==> config.mk <==
export PLATFORM = sky130hd
export DESIGN_NAME = wb_stage
export DESIGN_NICKNAME = d
export VERILOG_FILES = /design/src/rtl/wb_stage_pkg.sv /design/src/rtl/wb_stage_cp0_regfile.sv /design/src/rtl/wb_stage.sv
export SDC_FILE = /design/constraint.sdc
export NUM_CORES = 1
export LEC_CHECK = 0
export ABC_AREA = 1
export CAP_MARGIN = 20
export CORE_MARGIN = 8
export CORE_UTILIZATION = 35
export CTS_CLUSTER_SIZE = 16
export DETAILED_ROUTE_END_ITERATION = 7
export PLACE_DENSITY = 0.61
export REMOVE_ABC_BUFFERS = 1
export SLEW_MARGIN = 30
export SYNTH_ARGS = -nofsm -noshare
export SYNTH_HDL_FRONTEND = slang
export SYNTH_SLANG_ARGS = --single-unit
==> constraint.sdc <==
create_clock -name clk -period 1.95 [get_ports clk]
set_input_delay 0.195 -clock clk [delete_from_list [all_inputs] [get_ports clk]]
set_output_delay 0.195 -clock clk [all_outputs]
set_load 0.05 [all_outputs]
==> src/rtl/wb_stage_pkg.sv <==
// Shared definitions for the write-back stage: bus widths, exception codes and CP0 {rd,sel} addresses.
package wb_stage_pkg;

  localparam int MS_TO_WS_BUS_WD = 131;
  localparam int STALL_WS_BUS_WD = 39;

  localparam logic [4:0] EXC_MOD  = 5'd1;
  localparam logic [4:0] EXC_TLBL = 5'd2;
  localparam logic [4:0] EXC_TLBS = 5'd3;
  localparam logic [4:0] EXC_ADEL = 5'd4;
  localparam logic [4:0] EXC_ADES = 5'd5;

  localparam logic [7:0] CP0_BADVADDR = 8'h40;
  localparam logic [7:0] CP0_COUNT    = 8'h48;
  localparam logic [7:0] CP0_COMPARE  = 8'h58;
  localparam logic [7:0] CP0_STATUS   = 8'h60;
  localparam logic [7:0] CP0_CAUSE    = 8'h68;
  localparam logic [7:0] CP0_EPC      = 8'h70;

  typedef struct packed {
    logic        refill;
    logic [3:0]  s1_index;
    logic        s1_found;
    logic        tlbp;
    logic        tlbr;
    logic        tlbwi;
    logic        eret;
    logic [31:0] badvaddr;
    logic        bd;
    logic        has_ex;
    logic [4:0]  ex_type;
    logic        cp0_op;
    logic        cp0_we;
    logic [7:0]  cp0_addr;
    logic [1:0]  ls_off;
    logic        gr_we;
    logic [4:0]  dest;
    logic [31:0] result;
    logic [31:0] pc;
  } ms_to_ws_t;

  // Address-type exceptions are the only ones that latch BadVAddr.
  function automatic logic sets_badvaddr(input logic [4:0] code);
    return code inside {EXC_MOD, EXC_TLBL, EXC_TLBS, EXC_ADEL, EXC_ADES};
  endfunction

endpackage

==> src/rtl/wb_stage_cp0_regfile.sv <==
// CP0 register file: Status/Cause/EPC/BadVAddr/Count/Compare, Count tick, read mux, interrupt pending.
// TIMER_INT_EN enables Cause.TI (Count==Compare) feeding IP7; otherwise TI reads as 0.
module cp0_regfile
  import wb_stage_pkg::*;
(
  input  logic        clk,
  input  logic        reset,
  input  logic [5:0]  i_hw_int,
  input  logic        i_ex,
  input  logic        i_ex_bd,
  input  logic [31:0] i_ex_pc,
  input  logic [4:0]  i_ex_code,
  input  logic [31:0] i_ex_badvaddr,
  input  logic        i_eret,
  input  logic        i_mtc0,
  input  logic [7:0]  i_addr,
  input  logic [31:0] i_wdata,
  output logic [31:0] o_rdata,
  output logic [31:0] o_epc,
  output logic        o_exl,
  output logic        o_int_pending
);

  logic [7:0]  r_status_im;
  logic        r_status_exl;
  logic        r_status_ie;
  logic        r_cause_bd;
  logic [5:0]  r_cause_ip_hw;
  logic [1:0]  r_cause_ip_sw;
  logic [4:0]  r_cause_exc;
  logic [31:0] r_epc;
  logic [31:0] r_badvaddr;
  logic [31:0] r_count;
  logic [31:0] r_compare;
  logic        r_tick;
  logic        w_cause_ti;
  logic        w_wr_status, w_wr_cause, w_wr_epc, w_wr_count, w_wr_compare;
  logic [31:0] w_count_nx;
  logic [7:0]  w_ip;
  logic [31:0] w_status, w_cause;

  assign w_wr_status  = i_mtc0 && (i_addr == CP0_STATUS);
  assign w_wr_cause   = i_mtc0 && (i_addr == CP0_CAUSE);
  assign w_wr_epc     = i_mtc0 && (i_addr == CP0_EPC);
  assign w_wr_count   = i_mtc0 && (i_addr == CP0_COUNT);
  assign w_wr_compare = i_mtc0 && (i_addr == CP0_COMPARE);
  assign w_count_nx   = w_wr_count ? i_wdata : r_count + {31'b0, r_tick};

  always_ff @(posedge clk) begin
    if (reset) begin
      r_status_im  <= '0;
      r_status_exl <= 1'b0;
      r_status_ie  <= 1'b0;
    end else if (i_ex) begin
      r_status_exl <= 1'b1;
    end else begin
      if (w_wr_status) begin
        r_status_im  <= i_wdata[15:8];
        r_status_exl <= i_wdata[1];
        r_status_ie  <= i_wdata[0];
      end
      if (i_eret) r_status_exl <= 1'b0;
    end
  end

  always_ff @(posedge clk) begin
    if (reset) begin
      r_cause_bd    <= 1'b0;
      r_cause_ip_hw <= '0;
      r_cause_ip_sw <= '0;
      r_cause_exc   <= '0;
      r_epc         <= '0;
      r_badvaddr    <= '0;
    end else begin
      r_cause_ip_hw <= i_hw_int;
      if (i_ex) begin
        // A nested exception (EXL already set) keeps the original EPC and BD.
        if (!r_status_exl) begin
          r_epc      <= i_ex_bd ? i_ex_pc - 32'd4 : i_ex_pc;
          r_cause_bd <= i_ex_bd;
        end
        r_cause_exc <= i_ex_code;
        if (sets_badvaddr(i_ex_code)) r_badvaddr <= i_ex_badvaddr;
      end else begin
        if (w_wr_cause) r_cause_ip_sw <= i_wdata[1:0];
        if (w_wr_epc)   r_epc         <= i_wdata;
      end
    end
  end

  always_ff @(posedge clk) begin
    if (reset) begin
      r_count   <= '0;
      r_tick    <= 1'b0;
      r_compare <= '0;
    end else begin
      r_count <= w_count_nx;
      r_tick  <= w_wr_count ? 1'b0 : ~r_tick;
      if (w_wr_compare) r_compare <= i_wdata;
    end
  end

`ifdef TIMER_INT_EN
  logic r_cause_ti;
  always_ff @(posedge clk) begin
    if (reset)                          r_cause_ti <= 1'b0;
    else if (w_wr_compare)              r_cause_ti <= 1'b0;
    else if (w_count_nx == r_compare)   r_cause_ti <= 1'b1;
  end
  assign w_cause_ti = r_cause_ti;
`else
  assign w_cause_ti = 1'b0;
`endif

  assign w_ip     = {r_cause_ip_hw[5] | w_cause_ti, r_cause_ip_hw[4:0], r_cause_ip_sw};
  assign w_status = {9'b0, 1'b1, 6'b0, r_status_im, 6'b0, r_status_exl, r_status_ie};
  assign w_cause  = {r_cause_bd, w_cause_ti, 14'b0, w_ip, 1'b0, r_cause_exc, 2'b0};

  always_comb begin
    o_rdata = '0;
    case (i_addr)
      CP0_STATUS:   o_rdata = w_status;
      CP0_CAUSE:    o_rdata = w_cause;
      CP0_EPC:      o_rdata = r_epc;
      CP0_BADVADDR: o_rdata = r_badvaddr;
      CP0_COUNT:    o_rdata = r_count;
      CP0_COMPARE:  o_rdata = r_compare;
      default:      o_rdata = '0;
    endcase
  end

  assign o_epc         = r_epc;
  assign o_exl         = r_status_exl;
  assign o_int_pending = (|(w_ip & r_status_im)) & r_status_ie & ~r_status_exl;

endmodule

==> src/rtl/wb_stage.sv <==
// Write-back stage: commits GPR writes, raises exception/ERET/TLB-op pulses and drives redirect.
// Build option TIMER_INT_EN enables the Count/Compare timer interrupt in cp0_regfile.
module wb_stage
  import wb_stage_pkg::*;
#(
  parameter logic [31:0] EX_VEC_GENERAL = 32'hBFC0_0380,
  parameter logic [31:0] EX_VEC_REFILL  = 32'hBFC0_0200
) (
  input  logic                       clk,
  input  logic                       reset,
  input  logic                       ms_to_ws_valid,
  input  logic [MS_TO_WS_BUS_WD-1:0] ms_to_ws_bus,
  output logic                       ws_allowin,
  input  logic [5:0]                 hw_int,
  output logic                       rf_we,
  output logic [4:0]                 rf_waddr,
  output logic [31:0]                rf_wdata,
  output logic [STALL_WS_BUS_WD-1:0] stall_ws_bus,
  output logic                       ws_ex,
  output logic                       ws_eret,
  output logic [2:0]                 ws_tlb_op,
  output logic [31:0]                ws_new_pc,
  output logic                       int_pending,
  output logic [31:0]                debug_wb_pc,
  output logic [3:0]                 debug_wb_rf_wen,
  output logic [4:0]                 debug_wb_rf_wnum,
  output logic [31:0]                debug_wb_rf_wdata
);

  logic        r_ws_valid;
  ms_to_ws_t   r_bus;
  logic        w_ws_ready_go;
  logic        w_no_ex;
  logic        w_mtc0;
  logic        w_mfc0;
  logic [31:0] w_cp0_rdata;
  logic [31:0] w_epc;
  logic        w_exl;
  logic        w_unused_bus;

  assign w_ws_ready_go = 1'b1;
  assign ws_allowin    = !r_ws_valid || w_ws_ready_go;

  // A committing exception/ERET also kills whatever the memory stage offers this cycle.
  always_ff @(posedge clk) begin
    if (reset)                  r_ws_valid <= 1'b0;
    else if (ws_ex || ws_eret)  r_ws_valid <= 1'b0;
    else if (ws_allowin)        r_ws_valid <= ms_to_ws_valid;
  end

  always_ff @(posedge clk) begin
    if (ms_to_ws_valid && ws_allowin) r_bus <= ms_to_ws_bus;
  end

  assign w_no_ex = r_ws_valid && !r_bus.has_ex;
  assign ws_ex   = r_ws_valid && r_bus.has_ex;
  assign ws_eret = w_no_ex && r_bus.eret;
  assign w_mtc0  = w_no_ex && r_bus.cp0_we;
  assign w_mfc0  = r_bus.cp0_op && !r_bus.cp0_we;

  cp0_regfile u_cp0 (
    .clk           (clk),
    .reset         (reset),
    .i_hw_int      (hw_int),
    .i_ex          (ws_ex),
    .i_ex_bd       (r_bus.bd),
    .i_ex_pc       (r_bus.pc),
    .i_ex_code     (r_bus.ex_type),
    .i_ex_badvaddr (r_bus.badvaddr),
    .i_eret        (ws_eret),
    .i_mtc0        (w_mtc0),
    .i_addr        (r_bus.cp0_addr),
    .i_wdata       (r_bus.result),
    .o_rdata       (w_cp0_rdata),
    .o_epc         (w_epc),
    .o_exl         (w_exl),
    .o_int_pending (int_pending)
  );

  assign rf_we     = w_no_ex && r_bus.gr_we;
  assign rf_waddr  = r_ws_valid ? r_bus.dest : '0;
  assign rf_wdata  = !r_ws_valid ? '0 : (w_mfc0 ? w_cp0_rdata : r_bus.result);
  assign ws_tlb_op = {3{w_no_ex}} & {r_bus.tlbp, r_bus.tlbr, r_bus.tlbwi};

  // Refill vector choice uses EXL as it was before this exception sets it.
  assign ws_new_pc = ws_ex   ? ((r_bus.refill && !w_exl) ? EX_VEC_REFILL : EX_VEC_GENERAL) :
                     ws_eret ? w_epc : '0;

  assign stall_ws_bus = {rf_we, r_ws_valid && r_bus.cp0_we, rf_wdata, rf_waddr};

  assign debug_wb_pc       = r_ws_valid ? r_bus.pc : '0;
  assign debug_wb_rf_wen   = {4{rf_we}};
  assign debug_wb_rf_wnum  = rf_waddr;
  assign debug_wb_rf_wdata = rf_wdata;

  assign w_unused_bus = ^{r_bus.ls_off, r_bus.s1_index, r_bus.s1_found};

endmodule

==> metrics.cfg <==
[synthesis]
syn_avg_cell_area_um2 = 7.914
synth-seq-cells = 278
ys_seq_area_share_pct = 48.32
synth.distinct_cells = 53
synth.cell_area_um2 = 14090
syn_inst = 1780
ys.warnings.count = 0

[setup_path]
worstPathRequired_ps = 1750
reg2reg_depth = 22
crit_type = reg -> out
timing.rr.start = r_bus[78]
worstPathMaxFanout = 13
r2r_slack_ps = -620
arrival_ps = 2590
reg2reg_to = u_cp0.r_count[13]
worstSetupEndpointType = output port
critPathLaunchType = register

[power_and_ir_drop]
p_per_area_nw_per_um2 = 658.2
finalPower_mw = 15.28
irDropWorstVdd_mv = 0.6624
power_leakage_nw = 9.359

[global_route]
grt_use_total_pct = 22.36
grt_pass1_vias = 13273
grt_max_degree = 52
grt_pass1_wl_mm = 81.23
overflow = 0
antenna_found_initial = 1

[clock_tree]
clock_latency_ps = 590
h-tree-depth = 1
cts_buffers = 31
cts_hold_buf = 0
cts_tree = built
cts_buffer_depth = 3
clkTransAtPathRegs_ps = 60
root_buffer = clkbuf_16
numClockSinks = 278

[sta]
hold_viol = 0
maxSlewViolCount = 0
relSlewSlack_pct = 56.44
fin_crit_sh_pct = 142.7
fmax_ghz = 0.3594
worst_slew_pin_slew_ps = 646.5
setup_viol = 170
clock_skew_ps = 16.49
layout_min_cycle_time_ps = 2782
rsz0062_at_grt = true
layout_setup_ws_ps = -832.2

[die]
num_rows = 73
die_area_um2 = 46920
coreArea_um2 = 39730
ios = 329
die_h_um = 216.6
fp.dieW_um = 216.6
start_util_pct = 35.46

[route]
viasPerCell = 5.072
routedWlPerCell_um = 20.77
finalWirelength_mm = 56.84
drc_errors = 0
drt_iter0_drc = 1144
vias = 13883
ant_nets = 0
drt-pass1-iter-count = 5

[outcome]
violations = negative setup slack
status = finished, violations left

[placement]
io_buffer_count = 320
hpwlAfterDp_mm = 40.97
pre_cts_ws_ps = -403.2
gp_congestion = 0.9182

[job]
max_cap_viol_count = 0

[finish]
fill_cells = 3398
area_delta_synth_final_pct = 64.78
final_cell_mix = nand2_1, inv_1, buf_12, dfxtp_1, a21oi_1
drive_above_1_share_pct = 32.38
final_common_cell = nand2_1
fin_nets = 2329

[worst_hold_path]
holdCritPathClass = in -> reg
hp-start = ms_to_ws_valid
holdPathEnd = r_bus[64]
hold_path_depth = 1

-- what timing repair did --
item | 4_1_cts | 5_1_grt
cloned | 5 | 4
pin swaps | 30 | 65
resized for setup | 211 | 259
setup endpoints to repair | 196 | 213
setup buffers | 17 | 34
-- cells in the mapped netlist, drive strengths merged --
master	instances	area (µm²)
nor3b	1	7.510
o311ai	1	16.27
o21bai	2	15.01
nand3	92	475.5
o31ai	1	7.510
xnor2	2	17.52
dlygate4sd1	2	17.52
clkbuf	35	152.7
ha	3	37.54
and2	1	8.760
nand2	336	1316
buf	119	899.6
a31oi	8	50.05
xor2	13	113.9
o22ai	29	181.4
o21ai	188	940.9
o211ai	9	67.56
a31o	1	8.760
a221oi	2	17.52
nor3	9	50.05
inv	264	1001
and3	1	6.260
nor2	171	728.2
a211oi	9	67.56
nand3b	2	27.53
or2	7	43.80
a21oi	172	868.3
dfxtp	154	3083
nor4	1	6.260
edfxtp	124	3724
nand4	19	118.9
conb	1	3.750
a21o	1	7.510
-- sequential cells by signal, summed over array words and instances, names as in the netlist, 5 cells and up --
signal and count:
u_cp0.r_status_im 8, u_cp0.r_badvaddr 32, r_bus 124, u_cp0.r_cause_exc 5
u_cp0.r_compare 32, u_cp0.o_epc 32, u_cp0.r_cause_ip_hw 6, u_cp0.r_count 32
-- final cells by class --
class,instances,area [µm²],share of cell area [%]
Antenna cell,1,2.502,0.01078
Clock buffer,42,858.3,3.698
Multi-Input combinational cell,1082,6436,27.73
Tap cell,525,656.9,2.830
Timing Repair inverter,1,6.256,0.02695
Inverter,264,1041,4.484
Timing Repair Buffer,528,7296,31.43
Clock inverter,16,106.4,0.4581
Sequential cell,278,6810,29.34
-- per-stage QoR --
stage / instances / instance area, µm² / util (%) / TNS, ps / hold WS (ps)
6_report: 2737 / 23210 / 58.43 / -99660 / 74.39
5_1_grt: 2737 / 23210 / 58.43 / -118360 / 78.07
4_1_cts: 2705 / 22110 / 55.64 / -81340 / 59.53
3_5_place_dp: 2630 / 20230 / 50.92 / -28040 / 420.7
3_3_place_gp: 2630 / 20230 / 50.92 / -26590 / 418.2
2_1_floorplan: 1624 / 13020 / - / -421520 / 257.4
-- cells by family after synthesis --
group / after synthesis / share of synthesized area, %
compound gates: 423 / 15.96
xor+xnor: 15 / 0.9326
fa+ha+maj: 3 / 0.2665
buf+inv: 420 / 14.70
flops: 278 / 48.32
other cells: 1 / 0.02662
simple gates: 640 / 19.80
-- layer usage --
layer  vias to the layer above  track usage (%)  wire length, µm
met1                      6604            28.74            23490
met3                       112            4.429             4238
met2                       587            36.93            27020
met4                         0            8.025             2085
met5                         -                0                0
li1                       6580                -                -
-- report_power, final --
group | total, mW | switching, mW | internal, mW
Clock | 5.70 | 2.50 | 3.20
Combinational | 2.91 | 1.61 | 1.31
Sequential | 6.67 | 0.270 | 6.40
-- worst max-delay path, stage by stage (launching register included) --
cell and delay, ps:
edfxtp_1 360, inv_2 70, nor2_4 230, nand2_8 100, nor2_4 160, nand2_4 110, buf_12 180, o22ai_1 150
o21ai_1 90, a21oi_1 190, buf_4 200, buf_12 140
-- worst max path at each step --
stage | from | end | slack, ps | cells after the start
detailed placement | r_bus[72] | rf_wdata[15] | -400 | 11
global placement | r_bus[72] | rf_wdata[12] | -400 | 11
floorplan | r_ws_valid | debug_wb_rf_wen[0] | -3800 | 3
global route | r_bus[78] | debug_wb_rf_wdata[29] | -940 | 12
CTS | r_bus[72] | rf_wdata[15] | -820 | 11
finish | r_bus[78] | debug_wb_rf_wdata[23] | -830 | 11
No activity file was read; power rests on OpenSTA's default activity.
